===== src/rtl/cla_serial_sched.sv =====
// Two-requester scheduler that time-shares one SLICE-bit carry-lookahead slice for WIDTH-bit adds.
// Optional two's-complement overflow output rsp_ovf is enabled by defining CLA_SCHED_OVF_EN.
module cla_serial_sched #(
    parameter int WIDTH = 16,
    parameter int SLICE = 4
) (
    input  logic             clk,
    input  logic             rst,
    input  logic             req0_valid,
    output logic             req0_ready,
    input  logic [WIDTH-1:0] req0_a,
    input  logic [WIDTH-1:0] req0_b,
    input  logic             req0_cin,
    input  logic             req1_valid,
    output logic             req1_ready,
    input  logic [WIDTH-1:0] req1_a,
    input  logic [WIDTH-1:0] req1_b,
    input  logic             req1_cin,
    output logic             rsp0_valid,
    output logic             rsp1_valid,
    output logic [WIDTH-1:0] rsp_sum,
    output logic             rsp_cout,
    output logic             busy
`ifdef CLA_SCHED_OVF_EN
    ,
    output logic             rsp_ovf
`endif
);

    localparam int NSLICE = WIDTH / SLICE;
    localparam int CW = (NSLICE > 1) ? $clog2(NSLICE) : 1;
    localparam logic [CW-1:0] LAST = CW'(NSLICE - 1);

    localparam logic [1:0] IDLE = 2'd0;
    localparam logic [1:0] RUN  = 2'd1;
    localparam logic [1:0] DONE = 2'd2;

    generate
        if (WIDTH < SLICE || (WIDTH % SLICE) != 0) begin : g_bad_params
            $error("cla_serial_sched: WIDTH must be a positive multiple of SLICE");
        end
    endgenerate

    logic [1:0]       state;
    logic [CW-1:0]    cnt;
    logic             last_id;
    logic             id_q;
    logic             carry_q;
    logic [WIDTH-1:0] a_sh;
    logic [WIDTH-1:0] b_sh;
    logic [WIDTH-1:0] sum_q;
    logic             cout_q;
    logic             ovf_q;
    logic             grant0;
    logic             grant1;
    logic [SLICE-1:0] slice_a;
    logic [SLICE-1:0] slice_b;
    logic [SLICE-1:0] gen;
    logic [SLICE-1:0] prop;
    logic [SLICE:0]   carry;
    logic [SLICE-1:0] slice_sum;

    // Handshake: a request is taken on the rising edge where reqN_valid and reqN_ready are both high;
    // ready is only offered in IDLE, to one requester, and never while rst is asserted.
    always_comb begin
        grant0 = req0_valid & (~req1_valid | last_id);
        grant1 = req1_valid & (~req0_valid | ~last_id);
    end

    assign req0_ready = ~rst & (state == IDLE) & grant0;
    assign req1_ready = ~rst & (state == IDLE) & grant1;

    // Operands shift down one slice per RUN cycle so the active slice is always the low bits.
    always_comb begin
        slice_a  = a_sh[SLICE-1:0];
        slice_b  = b_sh[SLICE-1:0];
        gen      = slice_a & slice_b;
        prop     = slice_a ^ slice_b;
        carry    = '0;
        carry[0] = carry_q;
        for (int i = 0; i < SLICE; i++) begin
            carry[i+1] = gen[i] | (prop[i] & carry[i]);
        end
        slice_sum = prop ^ carry[SLICE-1:0];
    end

    always_ff @(posedge clk) begin
        if (rst) begin
            state   <= IDLE;
            cnt     <= '0;
            last_id <= 1'b1;
            id_q    <= 1'b0;
            carry_q <= 1'b0;
            a_sh    <= '0;
            b_sh    <= '0;
            sum_q   <= '0;
            cout_q  <= 1'b0;
            ovf_q   <= 1'b0;
        end else begin
            case (state)
                IDLE: begin
                    if (grant0 | grant1) begin
                        state   <= RUN;
                        cnt     <= '0;
                        id_q    <= grant1;
                        last_id <= grant1;
                        a_sh    <= grant1 ? req1_a : req0_a;
                        b_sh    <= grant1 ? req1_b : req0_b;
                        carry_q <= grant1 ? req1_cin : req0_cin;
                    end
                end
                RUN: begin
                    for (int k = 0; k < NSLICE; k++) begin
                        if (cnt == CW'(k)) sum_q[k*SLICE +: SLICE] <= slice_sum;
                    end
                    carry_q <= carry[SLICE];
                    a_sh    <= a_sh >> SLICE;
                    b_sh    <= b_sh >> SLICE;
                    if (cnt == LAST) begin
                        state  <= DONE;
                        cout_q <= carry[SLICE];
                        // Overflow: carry into the MSB differs from carry out of it.
                        ovf_q  <= carry[SLICE] ^ carry[SLICE-1];
                    end else begin
                        cnt <= cnt + 1'b1;
                    end
                end
                DONE:    state <= IDLE;
                default: state <= IDLE;
            endcase
        end
    end

    assign rsp0_valid = (state == DONE) & ~id_q;
    assign rsp1_valid = (state == DONE) & id_q;
    assign rsp_sum    = sum_q;
    assign rsp_cout   = cout_q;
    assign busy       = (state != IDLE);

`ifdef CLA_SCHED_OVF_EN
    assign rsp_ovf = ovf_q;
`else
    logic unused_ovf;
    assign unused_ovf = ovf_q;
`endif

endmodule


===== config.mk =====
export PLATFORM = sky130hd
export DESIGN_NAME = cla_serial_sched
export DESIGN_NICKNAME = d
export VERILOG_FILES = /design/src/rtl/cla_serial_sched.sv
export SDC_FILE = /design/constraint.sdc
export NUM_CORES = 1
export LEC_CHECK = 0
export CAP_MARGIN = 20
export CORE_AREA = 4 4 85 87
export DETAILED_ROUTE_END_ITERATION = 10
export DIE_AREA = 0 0 89 91
export GPL_ROUTABILITY_DRIVEN = 1
export PLACE_DENSITY_LB_ADDON = 0.2
export SETUP_SLACK_MARGIN = 0.02
export SLEW_MARGIN = 15
export SYNTH_ARGS = -nofsm -noshare
export SYNTH_HDL_FRONTEND = slang
export SYNTH_SLANG_ARGS = --single-unit

===== constraint.sdc =====
create_clock -name clk -period 2.5 [get_ports clk]
set_input_delay 0.5 -clock clk [delete_from_list [all_inputs] [get_ports clk]]
set_output_delay 0.5 -clock clk [all_outputs]
set_load 0.02 [all_outputs]

### Yosys cells after proc, flatten, opt, wreduce, memory -nomap -nowiden

Cells that the tools add are included.

| storage, ports and cells | value |
|---|---|
| output and inout port bits | 22 |
| input port bits | 70 |
| register bits after elaboration | 56 |
| logic and storage cells | 74 |

| cells by class | value |
|---|---|
| add/sub/neg operators | 1 |
| bitwise operators | 26 |
| reduce and logical (&&, ||, !) cells | 12 |
| eq/ne operators | 8 |
| muxes and demuxes | 15 |

Operators with widths:

| operator | number |
|---|---|
| $mux 16 | 4 |
| $pmux 16 s2 | 2 |
| $reduce_and 2->1 | 7 |
| $and 1x1->1 | 11 |
| $mux 2 | 4 |
| $pmux 2 s2 | 2 |
| $xor 4x4->4 | 2 |
| $or 1x1->1 | 7 |
| $eq 2x2->1 const B | 3 |
| $not 1->1 | 5 |
| $and 4x4->4 | 1 |
| $eq 2x1->1 const B | 2 |
| $logic_not 2->1 | 2 |
| $ne 2x2->1 const B | 2 |
| $reduce_bool 2->1 | 2 |
| $reduce_and 3->1 | 1 |
| $add 2x1->2 const B | 1 |
| $mux 1 | 2 |
| $ne 2x1->1 const B | 1 |
| $pmux 1 s2 | 1 |

### Depth between registers and ports, before layout

Gate-level depths: netlist of the first run.

| logic depth | value |
|---|---|
| depth after elaboration | 10 |
| depth in mapped cells | 10 |
| gate-level depth less buffers | 10 |

### Least setup slack after synthesis of the first run

No wires, ideal clock.

| timing path | value |
|---|---|
| kind | input to output |
| from | in req1_valid |
| to | out req1_ready |
| setup slack | 0.342 ns |
| path buffers | 3 |
| cell stages on the path | 5 |
| arrival | 1.658 ns |
| data required time | 2.000 ns |
| path through | buf_2 -> a21bo_2 -> buf_2 -> buf_2 -> nor3_1 |

| on the way | value |
|---|---|
| longest elaborated chain between the ends | 2 |

RTL lines:

| what | line | text |
|---|---|---|
| start: declaration | 14 | `input logic req1_valid,` |
| $and 1x1->1 | 67 | `grant1 = req1_valid & (~req0_valid \| ~last_id);` |
| $and 1x1->1 | 71 | `assign req1_ready = ~rst & (state == IDLE) & grant1;` |
| end: declaration | 15 | `output logic req1_ready,` |

Every way passes these cells.

### Worst setup path in the final report of the first run

| timing path | value |
|---|---|
| from | reg carry_q |
| to | reg sum_q[11] (netlist: rsp_sum[11]) |

| on the way | value |
|---|---|
| longest elaborated chain between the ends | 7 |

RTL lines:

| what | line | text |
|---|---|---|
| start: declaration | 48 | `logic carry_q;` |
| start signal: assignment | 109 | `carry_q <= grant1 ? req1_cin : req0_cin;` |
| start signal: assignment | 116 | `carry_q <= carry[SLICE];` |
| $and 1x1->1 | 82 | `carry[i+1] = gen[i] \| (prop[i] & carry[i]);` |
| $or 1x1->1 | 82 |  |
| $and 1x1->1 | 82 |  |
| $or 1x1->1 | 82 |  |
| $and 1x1->1 | 82 |  |
| $or 1x1->1 | 82 |  |
| $xor 4x4->4 | 84 | `slice_sum = prop ^ carry[SLICE-1:0];` |
| end signal: indexed assignment | 114 | `if (cnt == CW'(k)) sum_q[k*SLICE +: SLICE] <= slice_sum;` |
| end: declaration | 51 | `logic [WIDTH-1:0] sum_q;` |

Every way passes these cells.
A chain may end at the register's enable or synchronous reset.

==> results.md, run 1 <==
* Status: complete, no violations
* Num CTS Buffers at 5
* CP Launch Type: register
* Total congestion overflow at 0
* Worst-skew pair later-pin latency at 0.30 ns
* Height of the die at 91 um
* Setup TNS at 0 ns
* LEAKAGE at 1.47 nW
* PnR Total Power at 2.00 mW
* Post-placement cell area at 3980 sq um
* Clk network pwr share at 0.254
* Mux contribution to synthesized area at 0.0602
* Root Driver: clkbuf_8
* Global-route wire length before repair at 12.8 mm
* IO buf count at 91
* Post-synthesis xor/xnor area fraction at 0
* Hold Path Class: reg -> reg
* Most frequent cells in the layout: 89 x clkdlybuf4s50_1, 55 x dfxtp_1, 33 x nor3_1, 29 x inv_1, 21 x a21oi_1
* Avg Cell Area, Syn at 8.76 sq um
* CTS tree: done
* Remaining antenna violation count after routing at 0
* Core footprint at 6350 sq um
* Net switching power figure at 0.558 mW
* Crit. End Element: register
* Antenna violations before repair at 0
* Critical path arrival at 2.53 ns
* # clock sinks at 56
* Fraction of layout instances using a drive strength above 1 at 0.0875
* Synth Area in Adders at 0.0434
* DP Worst Slack at 0.0347 ns
* Die width at 89 um
* Worst-margin pin slew at 0.460 ns
* Main combinational cell family by area after synthesis: compound AO/OA/AOI/OAI gates
* Share of the synthesized area in the top cell type at 0.374
* DRC viols at 0
* Most common cell after layout, fill and taps aside: clkdlybuf4s50_1
* Top post-synthesis cells by area: dfxtp_1 37%, mux2i_1 6.0%, nor3_1 5.5%
* Yosys warns at 0
* Sequential fraction of the synthesis area at 0.374
* Clk slew on worst S/H paths at 0.10 ns
* Crit Path Class: reg -> reg
* Switching Share at 0.278
* Part of the power in registers at 0.498
* Initial core utilization at 0.472
* Gpl congestion at 0.817
* Clock Path Buffers at 2
* MaxCap Viol Count at 0
* ANT cells at 0
* Row count at 29
* Period utilization at 0.924
* Peak supply drop at 295 uV
* Hold Buf Count CTS at 0
* Pwr dens at 492 nW/um^2
* Routed vias/inst at 5.76
* Highest Clock Rate at 433 MHz
* Largest net degree at the start of global routing at 42
* Mapped Cells at 342
* Post-CTS Repair Setup Buffers at 0
* Part of the power in combinational logic at 0.249
* Fill cell count at 566
* Relative slew slack at 0.693
* Final Slew Violations at 0
* Slack of the critical path at 0.189 ns
* Internal power at 1.45 mW
* CP max FO at 4
* RSZ-0062 raised after global routing: no
* Compound-Gate Fraction of Synth Area at 0.227
* Final hold viol count at 0
* Die Area at 8100 sq um
* Layout area overhead at 36.0%
* Crit path required time at 2.72 ns
* Final instance area at 4070 sq um
* Top Ports at 92
* Simple-gate portion of the synthesized area at 0.198
* Nets@finish at 500
* Area occupied by multi-input gates at 1590 sq um
* Avg WL per Cell at 15.7 um
* Biggest area consumer among synthesized cells: dfxtp_1
* Layout Skew at 0.0108 ns
* HPWL after DPL at 5.75 mm
* Detailed Route Iter0 Violations at 126
* H-tree levels at 2
* Routed wire length at 7.86 mm
* Post-Syn Nets at 420
* Via count at 2881
* Vias in the first global route at 2669
* GRT Resource Usage Total at 0.195
* Pre-Repair DR Iteration Count at 5
* Flops & latches, synth at 56
* Mapped Area at 3000 sq um
* # setup viols final at 0
* Register area at 1120 sq um
* Post-synth cell types at 40
* CTS resizes at 1
* Final core occ at 0.641
* Min cycle time layout at 2.31 ns
[final cells by class]
cell class,count,area share
inverters,29,0.0267
clock inverters,1,0.00184
flip-flops and latches,56,0.276
multi-input cells,221,0.391
well taps,77,0.0237
clock buffers,7,0.0212
repair buffers,109,0.260
[worst max-delay path: stages, from the launching register on]
cell and delay [ns]:
dfxtp_1 0.31, inv_1 0.09, fa_1 0.17, inv_1 0.05, fa_1 0.38, fa_1 0.37, inv_1 0.07, fa_1 0.48
a311oi_1 0.29
[registers in the layout (all words and copies together), names as in the netlist]
name	count
a_sh	16
b_sh	16
rsp_sum	16
cnt	2
state	2
carry_q	1
id_q	1
last_id	1
rsp_cout	1
[stage by stage]
step                instances  hold WS (ns)
floorplan                 342         0.429
global placement          492         0.442
detailed placement        492         0.446
CTS                       500         0.461
global route              500         0.479
finish                    500         0.457
[worst paths after layout]
path	from	endpoint	slack, ns	cells after the start
worst max-delay path	carry_q$_SDFFE_PP0P_	rsp_sum[11]$_SDFFE_PP0P_	0.19	8
worst min-delay path	rsp_sum[10]$_SDFFE_PP0P_	rsp_sum[10]$_SDFFE_PP0P_	0.46	2
worst max register to register	carry_q$_SDFFE_PP0P_	rsp_sum[11]$_SDFFE_PP0P_	0.19	8
worst min register to register	rsp_sum[10]$_SDFFE_PP0P_	rsp_sum[10]$_SDFFE_PP0P_	0.46	2
[routing by layer]
layer	vias to the layer above	routed length [um]	track usage
li1	1436	-	-
met1	1338	3400	0.268
met2	105	3880	0.322
met3	2	559	0.0353
met4	0	24	0.0360
met5	-	0	0
[cell families after synthesis]
| family | after synthesis |
|---|---|
| buffers and inverters | 65 |
| AOI/OAI and AO/OA | 92 |
| DFF | 56 |
| and+or+nand+nor | 103 |
| muxes | 18 |
| adders and majority gates | 8 |
[power by group through the flow]
stage                     Sequential (mW)  Clock (mW)  Combinational, mW
after global placement               1.02           0              0.490
after global routing                 1.01       0.561              0.544
final                               0.997       0.508              0.498
after detailed placement             1.02           0              0.498
after floorplan                      1.02           0              0.278
after CTS                           0.998       0.524              0.499
[synth_stat cells (all sizes together)]
master / instances
dfxtp: 56
nor3: 33
inv: 29
a21oi: 21
buf: 18
clkbuf: 18
mux2i: 18
nand3: 17
o22ai: 16
a221oi: 14
nor4b: 14
nand2b: 11
o32ai: 11
nand2: 8
nor2: 8
a2111oi: 6
a311oi: 6
a31o: 6
fa: 4
ha: 4
nand3b: 4
a211oi: 3
o21ai: 3
nor2b: 2
a21bo: 1
a21boi: 1
a21o: 1
a221o: 1
a22oi: 1
and2: 1
and3: 1
and3b: 1
nor3b: 1
o31ai: 1
or3: 1
or3b: 1
Note: power is estimated with default switching activity, not from simulation.
==> inputs of run 2 (changes only) <==
Settings changed: CORE_AREA 4 4 85 87 to 4 4 90 92, DIE_AREA 0 0 89 91 to 0 0 94 96.
Clock period 2.5 ns to 1.9 ns, I/O delays scaled along.
==> results.md, run 2 (same netlist as run 1, synthesis figures left out) <==
* Status: finished with violations
* Failing checks: negative setup slack
* Pre-Repair DR Iteration Count at 4 (-1)
* M1 WL at 3.43 mm (+0.97%)
* LEAKAGE at 1.56 nW (+6.1%)
* Layout Skew at 0.00643 ns (-0.00439 ns)
* # clock sinks at 56 (unchanged)
* Crit. path cell count at 8 (unchanged)
* Period utilization at 1.15 (+0.223)
* Min cycle time layout at 2.18 ns (-0.131 ns)
* Routed vias/inst at 5.43 (-5.7%)
* DP Worst Slack at -0.353 ns (-0.388 ns)
* Final core occ at 0.594 (-0.0474)
* Height of the die at 96 um (+5.5%)
* Global-route wire length before repair at 13.1 mm (+1.9%)
* Cell breakdown of the critical path: inv_2, fa_2, inv_2, fa_2, fa_2, inv_2, fa_2, a311oi_1
* Detailed Route Iter0 Violations at 101 (-20%)
* Final Non-Filler Cells at 537 (+7.4%)
* Post-placement cell area at 4140 sq um (+4.1%)
* Root Driver: clkbuf_8
* Uppermost layer routed: met4
* End of the worst register-to-register path: rsp_sum[3]$_SDFFE_PP0P_
* # setup viols final at 6 (+6)
* Final Slew Violations at 0 (unchanged)
* MaxCap Viol Count at 0 (unchanged)
* Critical path's largest stage delay at 0.47 ns (about the same)
* Remaining antenna violation count after routing at 0 (unchanged)
* Most frequent cells in the layout: 86 x clkdlybuf4s50_1, 52 x dfxtp_1, 32 x nor3_1, 29 x buf_4, 24 x inv_1
* CP delay by family, top: adder cells
* Final instance area at 4290 sq um (+5.2%)
* R2R depth at 8 (unchanged)
* Largest net degree at the start of global routing at 45 (+7.1%)
* Worst-margin pin slew at 0.480 ns (+0.0200 ns)
* Die Area at 9020 sq um (+11%)
* CTS tree: done
* Total congestion overflow at 0 (unchanged)
* CP most frequent cell: fa_2
* Antenna violations before repair at 0 (unchanged)
* Via count at 2918 (+1.3%)
* Avg WL per Cell at 15.0 um (-4.8%)
* Highest Clock Rate at 459 MHz (+6.0%)
* Core footprint at 7210 sq um (+14%)
* Top Ports at 92 (unchanged)
* Number of buffers and inverters on the critical path at 3 (unchanged)
* Worst-skew pair later-pin latency at 0.30 ns (about the same)
* Gpl congestion at 0.818 (+0.11%)
* Metal2 WL at 4.10 mm (+5.8%)
* Row count at 31 (+6.9%)
* Reg2reg setup slack at -0.28 ns (-0.47 ns)
* Reg-to-Reg Start: carry_q$_SDFFE_PP0P_
* Setup TNS at -1.26 ns (-1.26 ns)
* Hold Path Class: reg -> reg
* PnR Total Power at 2.78 mW (+39%)
* Met3 wire length at 447 um (-20%)
* Critical path arrival at 2.40 ns (-0.13 ns)
* Crit path required time at 2.12 ns (-0.60 ns)
* H-tree levels at 2 (unchanged)
* Routed wire length at 8.04 mm (+2.2%)
* Final hold viol count at 0 (unchanged)
* Setup crit start: carry_q$_SDFFE_PP0P_
* Most common cell after layout, fill and taps aside: clkdlybuf4s50_1
* CP Launch Type: register
* Die width at 94 um (+5.6%)
* Fraction of layout instances using a drive strength above 1 at 0.162 (+0.0746)
* HPWL after DPL at 6.06 mm (+5.3%)
* IO buf count at 91 (unchanged)
* Layout area overhead at 43.1%
* Peak supply drop at 334 uV (+13%)
* Num CTS Buffers at 5 (unchanged)
* WHS at 0.460 ns (+0.00289 ns)
* CP endpoint: rsp_sum[3]$_SDFFE_PP0P_
* Slack of the critical path at -0.280 ns (-0.469 ns)
* DRC viols at 0 (unchanged)
* Clk slew on worst S/H paths at 0.10 ns (about the same)
* Vias in the first global route at 2815 (+5.5%)
* Crit. End Element: register
* Initial core utilization at 0.415 (-0.0565)
* Fill cell count at 676 (+19%)
* Pwr dens at 649 nW/um^2 (+32%)
* CP max FO at 4 (unchanged)
* Slowest CP cell: fa_2
* Clock Path Buffers at 2 (unchanged)
* GRT Resource Usage Total at 0.180 (-0.0153)
* Crit Path Class: reg -> reg
* Relative slew slack at 0.680 (-0.0133)
* Placed insts at 527 (+7.1%)
* ANT cells at 0 (unchanged)
* RSZ-0062 raised after global routing: yes
* Nets@finish at 515 (+3.0%)
run 2: repair_timing:
item                                    CTS  global route
setup buffers                             1             1
endpoints found under the hold margin     0             0
hold buffers                              0             0
gates cloned                              0             0
pin swaps                                 1             0
endpoints found under the setup margin   11            30
gates resized for setup                  21             5
run 2: routing by layer:
metal  vias to the layer above  global-route usage
li1                       1462                   -
met1                      1359               0.226
met2                        93               0.323
met3                         4              0.0336
met4                         0              0.0361
met5                         -                   0
run 2: area by class of cell:
| type | count | area, sq um | area share |
|---|---|---|---|
| Sequential cell | 56 | 1130 | 0.263 |
| Multi-Input combinational cell | 221 | 1630 | 0.380 |
| Clock inverter | 2 | 35.0 | 0.00818 |
| Inverter | 29 | 109 | 0.0254 |
| Clock buffer | 6 | 72.6 | 0.0169 |
| Tap cell | 99 | 124 | 0.0289 |
| Timing Repair Buffer | 124 | 1190 | 0.278 |
run 2: how the worst min path moves through the flow:
stage / start / end / slack, ns / cells after the start
finish: rsp_sum[6]$_SDFFE_PP0P_ / rsp_sum[6]$_SDFFE_PP0P_ / 0.46 / 2
global route: rsp_sum[1]$_SDFFE_PP0P_ / rsp_sum[1]$_SDFFE_PP0P_ / 0.49 / 2
CTS: rsp_sum[6]$_SDFFE_PP0P_ / rsp_sum[6]$_SDFFE_PP0P_ / 0.46 / 2
detailed placement: rsp_sum[6]$_SDFFE_PP0P_ / rsp_sum[6]$_SDFFE_PP0P_ / 0.45 / 2
global placement: b_sh[9]$_SDFFE_PP0P_ / b_sh[9]$_SDFFE_PP0P_ / 0.44 / 2
floorplan: b_sh[10]$_SDFFE_PP0P_ / b_sh[10]$_SDFFE_PP0P_ / 0.43 / 2
run 2: worst min-delay path, cell delays in order (launching register included):
cell and delay [ns]:
dfxtp_1 0.32, nand2_1 0.05, a21oi_1 0.05
run 2: power by group:
group	leakage [nW]	internal [mW]	total, mW	switching [mW]
Combinational	1.05	0.389	0.709	0.320
Sequential	0.461	1.26	1.31	0.0560
Clock	0.0552	0.392	0.758	0.366
==> inputs of run 3 (changes only) <==
--- a/config.mk
+++ b/config.mk
@@ -12,2 +12,3 @@
 export GPL_ROUTABILITY_DRIVEN = 1
+export HOLD_SLACK_MARGIN = 0.1
 export PLACE_DENSITY_LB_ADDON = 0.2
==> constraint.sdc (replaced) <==
create_clock -name clk -period 1.9 [get_ports clk]
set_input_delay 0.19 -clock clk [delete_from_list [all_inputs] [get_ports clk]]
set_output_delay 0.19 -clock clk [all_outputs]
set_load 0.02 [all_outputs]
==> results.md, run 3 (same netlist as run 1, synthesis figures left out) <==
* Slack of the critical path at -0.230 ns (+0.0502 ns)
* Row count at 31 (unchanged)
* Core footprint at 7210 sq um (unchanged)
* Via count at 2914 (-0.14%)
* Routed wire length at 8.18 mm (+1.8%)
* MaxCap Viol Count at 0 (unchanged)
* Initial core utilization at 0.415 (unchanged)
* RSZ-0062 raised after global routing: yes
* GRT Resource Usage Total at 0.181 (+0.000661)
* Num CTS Buffers at 5 (unchanged)
* Critical path arrival at 2.36 ns (-0.04 ns)
* Clock Path Buffers at 2 (unchanged)
* Top Ports at 92 (unchanged)
* Worst Hold Endpoint: b_sh[10]$_SDFFE_PP0P_
* Avg WL per Cell at 15.3 um (+2.4%)
* Vias in the first global route at 2765 (-1.8%)
* # setup viols final at 5 (-1)
* IO buf count at 91 (unchanged)
* Total congestion overflow at 0 (unchanged)
* CP most frequent cell: fa_2
* H-tree levels at 2 (unchanged)
* Die Area at 9020 sq um (unchanged)
* HPWL after DPL at 6.14 mm (+1.3%)
* Clk slew on worst S/H paths at 0.10 ns (about the same)
* End of the worst register-to-register path: rsp_sum[3]$_SDFFE_PP0P_
* Crit path required time at 2.13 ns (about the same)
* CTS tree: done
* Hold Path Class: reg -> reg
* Crit Path Class: reg -> reg
* Height of the die at 96 um (unchanged)
* Final Slew Violations at 0 (unchanged)
* Slowest CP cell: fa_2
* Antenna violations before repair at 0 (unchanged)
* Root Driver: clkbuf_8
* Placed insts at 524 (-0.57%)
* Hold_sp: b_sh[10]$_SDFFE_PP0P_
* Cell breakdown of the critical path: inv_2, fa_2, inv_2, fa_2, fa_2, inv_2, fa_2, a311oi_1
* Fill cell count at 654 (-3.3%)
* Layout Skew at 0.00667 ns (+0.000238 ns)
* Routed vias/inst at 5.46 (+0.42%)
* Nets@finish at 512 (-0.58%)
* Fraction of layout instances using a drive strength above 1 at 0.149 (-0.0127)
* Hold depth at 2 (unchanged)
* Status: finished with violations
* CP Launch Type: register
* Period utilization at 1.12 (-0.0264)
* Final core occ at 0.589 (-0.00486)
* DRC viols at 0 (unchanged)
* Largest net degree at the start of global routing at 29 (-36%)
* Pwr dens at 657 nW/um^2 (+1.2%)
* Peak supply drop at 287 uV (-14%)
* Reg-to-Reg Start: carry_q$_SDFFE_PP0P_
* Gpl congestion at 0.850 (+3.9%)
* Most common cell after layout, fill and taps aside: clkdlybuf4s50_1
* Highest Clock Rate at 470 MHz (+2.4%)
* Worst-margin pin slew at 0.464 ns (-0.0158 ns)
* Layout area overhead at 41.9%
* Pre-Repair DR Iteration Count at 6 (+2)
* Critical path's largest stage delay at 0.45 ns (-0.02 ns)
* Crit. End Element: register
* Reg2reg setup slack at -0.23 ns (+0.05 ns)
* Final Non-Filler Cells at 534 (-0.56%)
* Most frequent cells in the layout: 87 x clkdlybuf4s50_1, 52 x dfxtp_1, 33 x nor3_1, 28 x buf_4, 24 x inv_1
* CP max FO at 4 (unchanged)
* ANT cells at 0 (unchanged)
* Setup TNS at -1.07 ns (+0.186 ns)
* Relative slew slack at 0.691 (+0.0105)
* Die width at 94 um (unchanged)
* Detailed Route Iter0 Violations at 103 (+2.0%)
* Worst-skew pair later-pin latency at 0.31 ns (about the same)
* Failing checks: negative setup slack
* R2R depth at 8 (unchanged)
* Min cycle time layout at 2.13 ns (-0.0502 ns)
* Remaining antenna violation count after routing at 0 (unchanged)
* Global-route wire length before repair at 13.1 mm (about the same)
* Final hold viol count at 0 (unchanged)
* # clock sinks at 56 (unchanged)
* LEAKAGE at 1.56 nW (-0.40%)
## run 3: report_power, final
part           leakage (nW)  switching [mW]  internal [mW]
logic                  1.04           0.318          0.379
registers             0.461          0.0569           1.26
clock network        0.0541           0.389          0.391
## run 3: per-stage QoR
step | total power, mW | area, sq um | hold slack, ns | setup WS (ns)
6_report | 2.79 | 4250 | 0.454 | -0.230
5_1_grt | 2.93 | 4250 | 0.482 | -0.305
4_1_cts | 2.81 | 4230 | 0.456 | -0.231
3_5_place_dp | 2.03 | 4100 | 0.443 | -0.272
3_3_place_gp | 2.01 | 4100 | 0.443 | -0.209
2_1_floorplan | 1.71 | 3000 | 0.360 | -0.157
## run 3: timing repair
action,CTS,global route
endpoints found under the setup margin,9,9
pin swaps,3,1
buffers inserted,1,1
hold buffers,0,0
gates resized for setup,10,5
## run 3: critical path, delay by kind of cell (launching register included)
kind / cells / cell delay [ns]
AO/OA/AOI/OAI: 1 / 0.22
buffers and inverters: 3 / 0.18
flip-flops: 1 / 0.33
adder cells (fa/ha/maj): 4 / 1.34
## run 3: final cells by class
| type | count | area (sq um) | area share |
|---|---|---|---|
| sequential | 56 | 1130 | 0.265 |
| clock buffer | 5 | 68.8 | 0.0162 |
| inverter | 29 | 109 | 0.0256 |
| multi-input combinational | 221 | 1620 | 0.381 |
| timing repair buffer | 121 | 1160 | 0.273 |
| clock inverter | 3 | 42.5 | 0.0100 |
| tap | 99 | 124 | 0.0291 |
## run 3: worst max-delay path by stage
stage	startpoint	to	slack, ns	cells after the start
after floorplan	a_sh[0]$_SDFFE_PP0P_	rsp_sum[3]$_SDFFE_PP0P_	-0.16	8
after global placement	a_sh[0]$_SDFFE_PP0P_	rsp_sum[7]$_SDFFE_PP0P_	-0.21	8
after detailed placement	a_sh[0]$_SDFFE_PP0P_	rsp_sum[3]$_SDFFE_PP0P_	-0.27	8
after CTS	a_sh[0]$_SDFFE_PP0P_	rsp_sum[3]$_SDFFE_PP0P_	-0.23	8
after global routing	carry_q$_SDFFE_PP0P_	rsp_sum[3]$_SDFFE_PP0P_	-0.31	8
final	carry_q$_SDFFE_PP0P_	rsp_sum[3]$_SDFFE_PP0P_	-0.23	8
## run 3: per-layer routing
metal	vias to the layer above	wire length, um	global-route usage
met5	-	0	0
met1	1370	3660	0.233
met3	8	436	0.0367
li1	1453	-	-
met4	0	59	0.0433
met2	83	4030	0.311
